## src/rtl/kyber_pkg.sv

```systemverilog
// Shared Kyber arithmetic constants and types used by mont_convert and the other
// modular-arithmetic blocks (butterfly, twiddle multiplier).
package kyber_pkg;

    localparam int COEFF_W = 16;

    typedef logic signed [COEFF_W-1:0]   coeff_t;
    typedef logic signed [2*COEFF_W-1:0] prod_t;

    typedef enum logic {
        MODE_TO_MONT   = 1'b0,
        MODE_FROM_MONT = 1'b1
    } mode_e;

    localparam coeff_t KYBER_Q = 16'sd3329;
    localparam coeff_t QINV    = -16'sd3327;
    localparam coeff_t MONT    = -16'sd1044;
    localparam coeff_t R2      = 16'sd1353;

    function automatic prod_t sext(input coeff_t x);
        return {{COEFF_W{x[COEFF_W-1]}}, x};
    endfunction

endpackage

```

## src/rtl/mont_convert_if.sv

```systemverilog
// Streaming valid/ready bundle for the Montgomery domain converter.
interface mont_convert_if;
    import kyber_pkg::*;

    logic               in_valid;
    logic               in_ready;
    logic               in_mode;
    coeff_t             in_data;
    logic               out_valid;
    logic               out_ready;
    logic [COEFF_W-1:0] out_data;
    logic               busy;

    modport master (
        output in_valid, in_mode, in_data, out_ready,
        input  in_ready, out_valid, out_data, busy
    );

    modport slave (
        input  in_valid, in_mode, in_data, out_ready,
        output in_ready, out_valid, out_data, busy
    );

endinterface

```

## src/rtl/mont_convert_fqmul_pipe.sv

```systemverilog
// Three-stage Montgomery multiplier: out_u = a*b*2^-16 mod q, in (-q, q).
// All stages advance together under en; bubbles shift like valid beats.
module fqmul_pipe
    import kyber_pkg::*;
(
    input  logic   clk,
    input  logic   rst,
    input  logic   en,
    input  logic   in_valid,
    input  coeff_t in_a,
    input  coeff_t in_b,
    output logic   out_valid,
    output coeff_t out_u,
    output logic   busy
);

    logic   v1_q, v1_d, v2_q, v2_d, v3_q, v3_d;
    prod_t  p1_q, p1_d, p2_q, p2_d;
    coeff_t t2_q, t2_d, u3_q, u3_d;
    prod_t  t_prod_s, diff_s;

    // Stage arithmetic and enable-gated next state for S1-S3
    always_comb begin
        t_prod_s = sext(coeff_t'(p1_q[15:0])) * sext(QINV);
        // Low half of diff_s is zero because t was chosen to cancel it
        diff_s   = p2_q - sext(t2_q) * sext(KYBER_Q);
        if (en) begin
            v1_d = in_valid;
            p1_d = sext(in_a) * sext(in_b);
            v2_d = v1_q;
            p2_d = p1_q;
            t2_d = coeff_t'(t_prod_s[15:0]);
            v3_d = v2_q;
            u3_d = coeff_t'(diff_s[31:16]);
        end else begin
            v1_d = v1_q;
            p1_d = p1_q;
            v2_d = v2_q;
            p2_d = p2_q;
            t2_d = t2_q;
            v3_d = v3_q;
            u3_d = u3_q;
        end
    end

    // Pipeline registers with synchronous reset
    always_ff @(posedge clk) begin
        if (rst) begin
            v1_q <= 1'b0;
            v2_q <= 1'b0;
            v3_q <= 1'b0;
            p1_q <= 32'sd0;
            p2_q <= 32'sd0;
            t2_q <= 16'sd0;
            u3_q <= 16'sd0;
        end else begin
            v1_q <= v1_d;
            v2_q <= v2_d;
            v3_q <= v3_d;
            p1_q <= p1_d;
            p2_q <= p2_d;
            t2_q <= t2_d;
            u3_q <= u3_d;
        end
    end

    assign out_valid = v3_q;
    assign out_u     = u3_q;
    assign busy      = v1_q | v2_q | v3_q;

endmodule

```

## src/rtl/mont_convert.sv

```systemverilog
// Streaming normal <-> Montgomery domain converter for Kyber coefficients.
// Output is canonical in [0, q); one global enable stalls every stage.
module mont_convert
    import kyber_pkg::*;
(
    input  logic          clk,
    input  logic          rst,
    mont_convert_if.slave bus
);

    logic               en_s;
    coeff_t             k_s;
    coeff_t             u_s;
    coeff_t             r_s;
    logic               u_valid_s;
    logic               pipe_busy_s;
    logic               out_valid_q, out_valid_d;
    logic [COEFF_W-1:0] out_data_q, out_data_d;

    assign en_s = !out_valid_q || bus.out_ready;

    // Multiplier selection: R^2 lands in a*R, 1 strips one R factor
    always_comb begin
        case (mode_e'(bus.in_mode))
            MODE_TO_MONT:   k_s = R2;
            MODE_FROM_MONT: k_s = 16'sd1;
            default:        k_s = R2;
        endcase
    end

    fqmul_pipe u_fqmul (
        .clk       (clk),
        .rst       (rst),
        .en        (en_s),
        .in_valid  (bus.in_valid),
        .in_a      (bus.in_data),
        .in_b      (k_s),
        .out_valid (u_valid_s),
        .out_u     (u_s),
        .busy      (pipe_busy_s)
    );

    // S4: fold (-q, q) into [0, q) and stage the output register
    always_comb begin
        if (u_s[COEFF_W-1]) begin
            r_s = u_s + KYBER_Q;
        end else begin
            r_s = u_s;
        end
        if (en_s) begin
            out_valid_d = u_valid_s;
            out_data_d  = r_s;
        end else begin
            out_valid_d = out_valid_q;
            out_data_d  = out_data_q;
        end
    end

    // Output stage registers with synchronous reset
    always_ff @(posedge clk) begin
        if (rst) begin
            out_valid_q <= 1'b0;
            out_data_q  <= 16'd0;
        end else begin
            out_valid_q <= out_valid_d;
            out_data_q  <= out_data_d;
        end
    end

    assign bus.in_ready  = en_s;
    assign bus.out_valid = out_valid_q;
    assign bus.out_data  = out_data_q;
    assign bus.busy      = pipe_busy_s | out_valid_q;

endmodule

```

## src/flat_wrapper.sv

```systemverilog
// flat-port wrapper written by rule: the top's interface ports become plain ports
module mont_convert_flat import kyber_pkg::*;
  (clk, rst, bus_in_valid, bus_in_mode, bus_in_data, bus_out_ready, bus_in_ready, bus_out_valid, bus_out_data, bus_busy);
  mont_convert_if bus_i ();
  input  logic clk;
  input  logic rst;
  input wire logic [$bits(bus_i.in_valid)-1:0] bus_in_valid;
  input wire logic [$bits(bus_i.in_mode)-1:0] bus_in_mode;
  input wire logic [$bits(bus_i.in_data)-1:0] bus_in_data;
  input wire logic [$bits(bus_i.out_ready)-1:0] bus_out_ready;
  output wire logic [$bits(bus_i.in_ready)-1:0] bus_in_ready;
  output wire logic [$bits(bus_i.out_valid)-1:0] bus_out_valid;
  output wire logic [$bits(bus_i.out_data)-1:0] bus_out_data;
  output wire logic [$bits(bus_i.busy)-1:0] bus_busy;
  assign bus_i.in_valid = bus_in_valid;
  assign bus_i.in_mode = bus_in_mode;
  assign bus_i.in_data = bus_in_data;
  assign bus_i.out_ready = bus_out_ready;
  assign bus_in_ready = bus_i.in_ready;
  assign bus_out_valid = bus_i.out_valid;
  assign bus_out_data = bus_i.out_data;
  assign bus_busy = bus_i.busy;
  mont_convert u_core (.clk(clk), .rst(rst), .bus(bus_i));
endmodule
```

## config.mk

```make
export PLATFORM = sky130hd
export DESIGN_NAME = mont_convert_flat
export DESIGN_NICKNAME = d
export VERILOG_FILES = /design/src/rtl/kyber_pkg.sv /design/src/rtl/mont_convert_if.sv /design/src/rtl/mont_convert_fqmul_pipe.sv /design/src/rtl/mont_convert.sv /design/src/flat_wrapper.sv
export SDC_FILE = /design/constraint.sdc
export NUM_CORES = 1
export LEC_CHECK = 0
export BUFFER_PORTS_ARGS = -buffer_cell sky130_fd_sc_hd__buf_2
export CAP_MARGIN = 40
export CORE_ASPECT_RATIO = 0.5
export CORE_MARGIN = 4
export CORE_UTILIZATION = 25
export CTS_CLUSTER_DIAMETER = 50
export DETAILED_ROUTE_END_ITERATION = 10
export PLACE_DENSITY = 0.36
export SYNTH_ARGS = -nofsm -noshare
export SYNTH_HDL_FRONTEND = slang
export SYNTH_SLANG_ARGS = --single-unit
```

## constraint.sdc

```tcl
create_clock -name clk -period 6.2 [get_ports clk]
set_clock_uncertainty 0.05 [all_clocks]
set_input_delay 0.31 -clock clk [delete_from_list [all_inputs] [get_ports clk]]
set_output_delay 0.31 -clock clk [all_outputs]
set_load 0.01 [all_outputs]
```

* Word-level counts from Yosys, hierarchy flattened
Cells that the tools add are included.
** Word-level totals
- Input port bits :: 21
- Output and inout bits :: 19
- Register bits after elaboration :: 116
** Operators by class
- Multiplexer cells :: 2
- Bitwise gates (word level) :: 4
- $mul :: 3
- Reduce and logical (&&, ||, !) cells :: 2
- Add/sub/neg operators :: 2
** Operators with widths (count)
- 16-bit by 16-bit multiplier with 32-bit output :: 1
- 16-bit one-hot mux with 2 select lines :: 1
- 32-bit by 29-bit subtractor with 32-bit output :: 1
- 16-bit by 13-bit multiplier with 29-bit output (second input constant) :: 1
- 16-bit by 13-bit adder with 16-bit output (second input constant) :: 1
- 16-bit by 13-bit multiplier with 16-bit output (second input constant) :: 1
- 16-bit 2-to-1 mux :: 1
- 1-bit bitwise OR :: 3
- 1-bit zero test :: 1
- 1-bit logical OR :: 1
- 1-bit inverter :: 1

* Logic depth before layout (Yosys ltp)
- Word-level depth :: 3
- Gate-level depth with buffers :: 20
- Gate-level depth less buffers :: 20

* Modules after synthesis
From an unflattened synthesis, not the netlist that was laid out.
** Second synthesis, totals
- Cells, all modules :: 2031
- Area total of the unflattened synthesis :: 18510.3 µm²
** Modules (own cells, without submodules)
- fqmul_pipe :: cells an instance 1906, seq. area each 1821.7 µm², instances 1, area an instance 17524.3 µm²
- mont_convert :: cells an instance 125, seq. area each 340.3 µm², instances 1, area an instance 985.9 µm²

* Worst setup path before layout
Ideal clock, no wire load.
- Kind :: register to register
- From :: register u_core.u_fqmul.t2_q[15]
- To :: register u_core.u_fqmul.u3_q[13], in the netlist u_core.u_fqmul.out_u[13]
- Data arrival time :: 5.056 ns
- Buffers on the path :: 0
- Setup slack :: 0.972 ns
- Setup time :: 0.122 ns
- Data required time :: 6.028 ns
- Stages on the path, launching flop included :: 19
- Path through :: dfxtp_1 -> ha_1 -> ha_1 -> inv_1 -> fa_1 -> fa_1 -> inv_1 -> ha_1 -> fa_1 -> inv_1 -> ha_1 -> a21o_1 -> a21o_1 -> a21oi_1 -> o21ai_1 -> a211o_1 -> a21oi_2 -> nor4_1 -> a311o_1
** Between the ends
- Cells in the longest elaborated chain, start to end :: 2
** RTL lines
- start: declaration :: RTL line mont_convert_fqmul_pipe.sv:19 : coeff_t t2_q, t2_d, u3_q, u3_d;
- start signal: assignment :: RTL line mont_convert_fqmul_pipe.sv:62 : t2_q <= t2_d;
- 16-bit by 13-bit multiplier with 29-bit output :: RTL line mont_convert_fqmul_pipe.sv:26 : diff_s = p2_q - sext(t2_q) * sext(KYBER_Q);
- 32-bit by 29-bit subtractor with 32-bit output :: RTL line mont_convert_fqmul_pipe.sv:26
- end signal: assignment :: RTL line mont_convert_fqmul_pipe.sv:63 : u3_q <= u3_d;
- end: declaration :: RTL line mont_convert_fqmul_pipe.sv:19
Every way passes these cells.
A chain may end at the register's enable or synchronous reset.

* Final worst setup path
- From :: register u_core.u_fqmul.t2_q[8]
- To :: register u_core.u_fqmul.u3_q[13], in the netlist u_core.u_fqmul.out_u[13]
Same word-level chain as after synthesis.

==> flow_summary.ini <==
[status]
status = completed

[layout]
fin_cells = 2043
area_growth_pct = 10.3
nets = 1760
nFillCells = 5066
antenna_cells = 0
drive_above_1_share_pct = 5.48

[detailed_routing]
wl_mm = 28.2
drc = 0
wl_met3_um = 653
routed-wl-met2_mm = 11.2
highest_layer = met4
detail_route.wl_per_cell_um = 13.8
wl_met1_mm = 16.1
vias_per_cell = 4.31
ant_nets = 0
vias = 8811
firstDrtPassIters = 4
drt_iter0_markers = 360

[cts]
cts_sinks = 108
clock_latency_ps = 360
cts_buffer_depth = 2
post-cts-setup-buffer-count = 0
cts_resized = 0
cts_tree = yes
clk_pin_slew_ps = 80
cts_buffers = 9
hold_buffers = 0
clock_tree.root_cell = clkbuf_16
h-tree-depth = 3

[global_routing]
antenna_found_initial = 0
grt_use_total_pct = 11.7
grt_max_degree = 78
grt_overflow = 0
first_global_vias = 9117
grt_pass1_wl_mm = 48.3

[sta]
setup_viol = 0
rsz0062_at_grt = false
clock.fmax_mhz = 182
drv_slew = 0
min_period_ps = 5480
worst_pin_slew_ps = 885
slew_headroom_pct = 41.0
tns_ps = 0
hold_viol = 0
fin_crit_sh_pct = 88.4
setup_ws_ps = 717

[placement]
dp_cells = 2027
port-buffer-count = 39
pre_cts_slack_ps = 595
place.detailed.hpwl_mm = 23.1
gp_congestion = 0.766

[worst_setup_path]
path_cells = ha_1, ha_1, inv_1, fa_1, fa_1, inv_1, ha_1, fa_1, inv_1, ha_1, and3_1, a2111oi_0, o21bai_1, o211a_4, a211o_1, a21oi_2, nor4_1, a311o_1
slowest_delay_ps = 540
worstPathMaxFanout = 6
worst_ep_arrival_time_ps = 5680
crit_start = u_core.u_fqmul.t2_q[8]$_SDFFE_PP0P_
cpMostUsedCell = ha_1
endpoint_kind = register
start_kind = register
crit_family = adder cells
cp_num_cells = 18
reg2regPathDepth = 18
path_buf_inv = 3
path_class = reg -> reg
worstPathRequired_ps = 6400
slowest_stage = fa_1
r2r-start = u_core.u_fqmul.t2_q[8]$_SDFFE_PP0P_

[die]
die_y_um = 163
core_um2 = 47000
pin_count = 40
die-area_um2 = 51600
fp-row-count = 56
dieWidth_um = 317
initial_core_util_pct = 25.4

[run]
max_cap_viol_count = 0

[worst_hold_path]
whs_path_depth = 3
worstHoldPathType = in -> reg
holdCritStartpoint = bus_in_valid

[yosys]
synth.ff_latch_count = 108
syn-instance-count = 1385
synth_edf_count = 0
ys_seq_area_share_pct = 18.1
synth_async_sr_flop_share_pct = 0
synth_flop_cell = dfxtp_1
synth.avg_cell_area_um2 = 8.63
synth_area_um2 = 11900
syn_nets = 1745
synth.distinct_cells = 59
ys_warn_count = 0
-- flip-flops by register name, summed over array words and instances (netlist names) --
name,count
u_core.u_fqmul.t2_q,8
u_core.u_fqmul.v2_q,1
u_core.u_fqmul.v1_q,1
u_core.u_fqmul.out_valid,1
u_core.u_fqmul.out_u,16
u_core.u_fqmul.p1_q,32
u_core.bus.out_data,16
u_core.bus.out_valid,1
u_core.u_fqmul.p2_q,32
-- kinds of logic (layout without fill, tap and decap cells) --
group	Yosys count	in the layout	share of synthesized area, %
buf+inv	308	328	9.71
simple gates	333	333	13.0
mux	6	6	0.513
compound gates	215	215	11.4
fa+ha+maj	339	339	41.8
flops	108	108	18.1
xor+xnor	76	76	5.57
-- per-layer routing --
| layer | global-route usage [%] | up-vias |
|---|---|---|
| met2 | 17.1 | 63 |
| met5 | 0 | - |
| met4 | 1.85 | 0 |
| met1 | 18.4 | 4206 |
| met3 | 1.39 | 11 |
| li1 | - | 4531 |
-- stage by stage --
step,hold slack (ps),util (%),cell area [µm²]
after CTS,116,28.0,13200
final,140,28.0,13200
after global routing,123,28.0,13200
after global placement,394,27.3,12800
after floorplan,382,-,11900
after detailed placement,397,27.4,12900
-- placed cells by master, fill, tap and decap left out, types with 10 or more instances in the layout --
| cell type | n |
|---|---|
| a211oi_1 | 26 |
| xor2_1 | 31 |
| inv_1 | 261 |
| nor2_1 | 64 |
| dfxtp_1 | 108 |
| xnor2_1 | 45 |
| nor2b_1 | 21 |
| ha_1 | 239 |
| buf_2 | 38 |
| nand2_1 | 155 |
| o21ai_1 | 10 |
| a21oi_1 | 108 |
| a21o_1 | 13 |
| and2_1 | 17 |
| nand3_1 | 12 |
| fa_1 | 100 |
-- Yosys cell counts (all sizes together), types with 2 or more instances --
library cell    n  area, µm²
nor2b          22        138
ha            239       2990
a211oi         28        220
buf             7       28.8
and4            7       61.3
nand3b          3       22.5
nand2b          9       56.3
o211ai          2       15.0
clkbuf         38        143
or4             3       22.5
o31ai           6       45.0
a41oi           2       17.5
a2111o          2       22.5
a31oi           5       31.3
nor2           64        240
nor4b           2       17.5
a211o           4       35.0
a311o           4       40.0
nor4            5       31.3
nand3          12       60.1
nand4           5       31.3
o21a            3       22.5
a311oi          3       26.3
and2           17        106
xor2           31        272
and3            7       43.8
inv           262        983
nor3            9       45.0
or2             4       25.0
o21bai          3       22.5
o221ai          2       23.8
or3             4       25.0
a22oi           3       22.5
a21oi         109        549
dfxtp         108       2160
nand2         155        582
xnor2          45        394
o21ai          19       95.1
nor3b           3       22.5
fa            100       2000
a21o           13       97.6
mux2i           5       50.1
-- worst min-delay path, stage by stage --
cell	delay, ps
buf_2	90
nand2_1	50
a21oi_1	50
-- final cells by class --
| cell class | instances | area (µm²) | area share, % |
|---|---|---|---|
| Multi-Input combinational cell | 969 | 8630 | 65.5 |
| Sequential cell | 108 | 2160 | 16.4 |
| Inverter | 263 | 990 | 7.51 |
| Tap cell | 638 | 798 | 6.06 |
| Timing Repair Buffer | 49 | 298 | 2.26 |
| Clock buffer | 12 | 267 | 2.02 |
| Clock inverter | 4 | 30.0 | 0.228 |
-- final timing paths --
check / endpoint / slack [ps]
worst min-delay path: u_core.u_fqmul.v1_q$_SDFFE_PP0P_ / 140
worst max register to register: u_core.u_fqmul.out_u[13]$_SDFFE_PP0P_ / 720
worst max-delay path: u_core.u_fqmul.out_u[13]$_SDFFE_PP0P_ / 720
worst min register to register: u_core.u_fqmul.p2_q[13]$_SDFFE_PP0P_ / 400
Power is left out: the tool's default activity adds up to more than one toggle a clock period on the data nets, which glitch-free logic cannot reach.
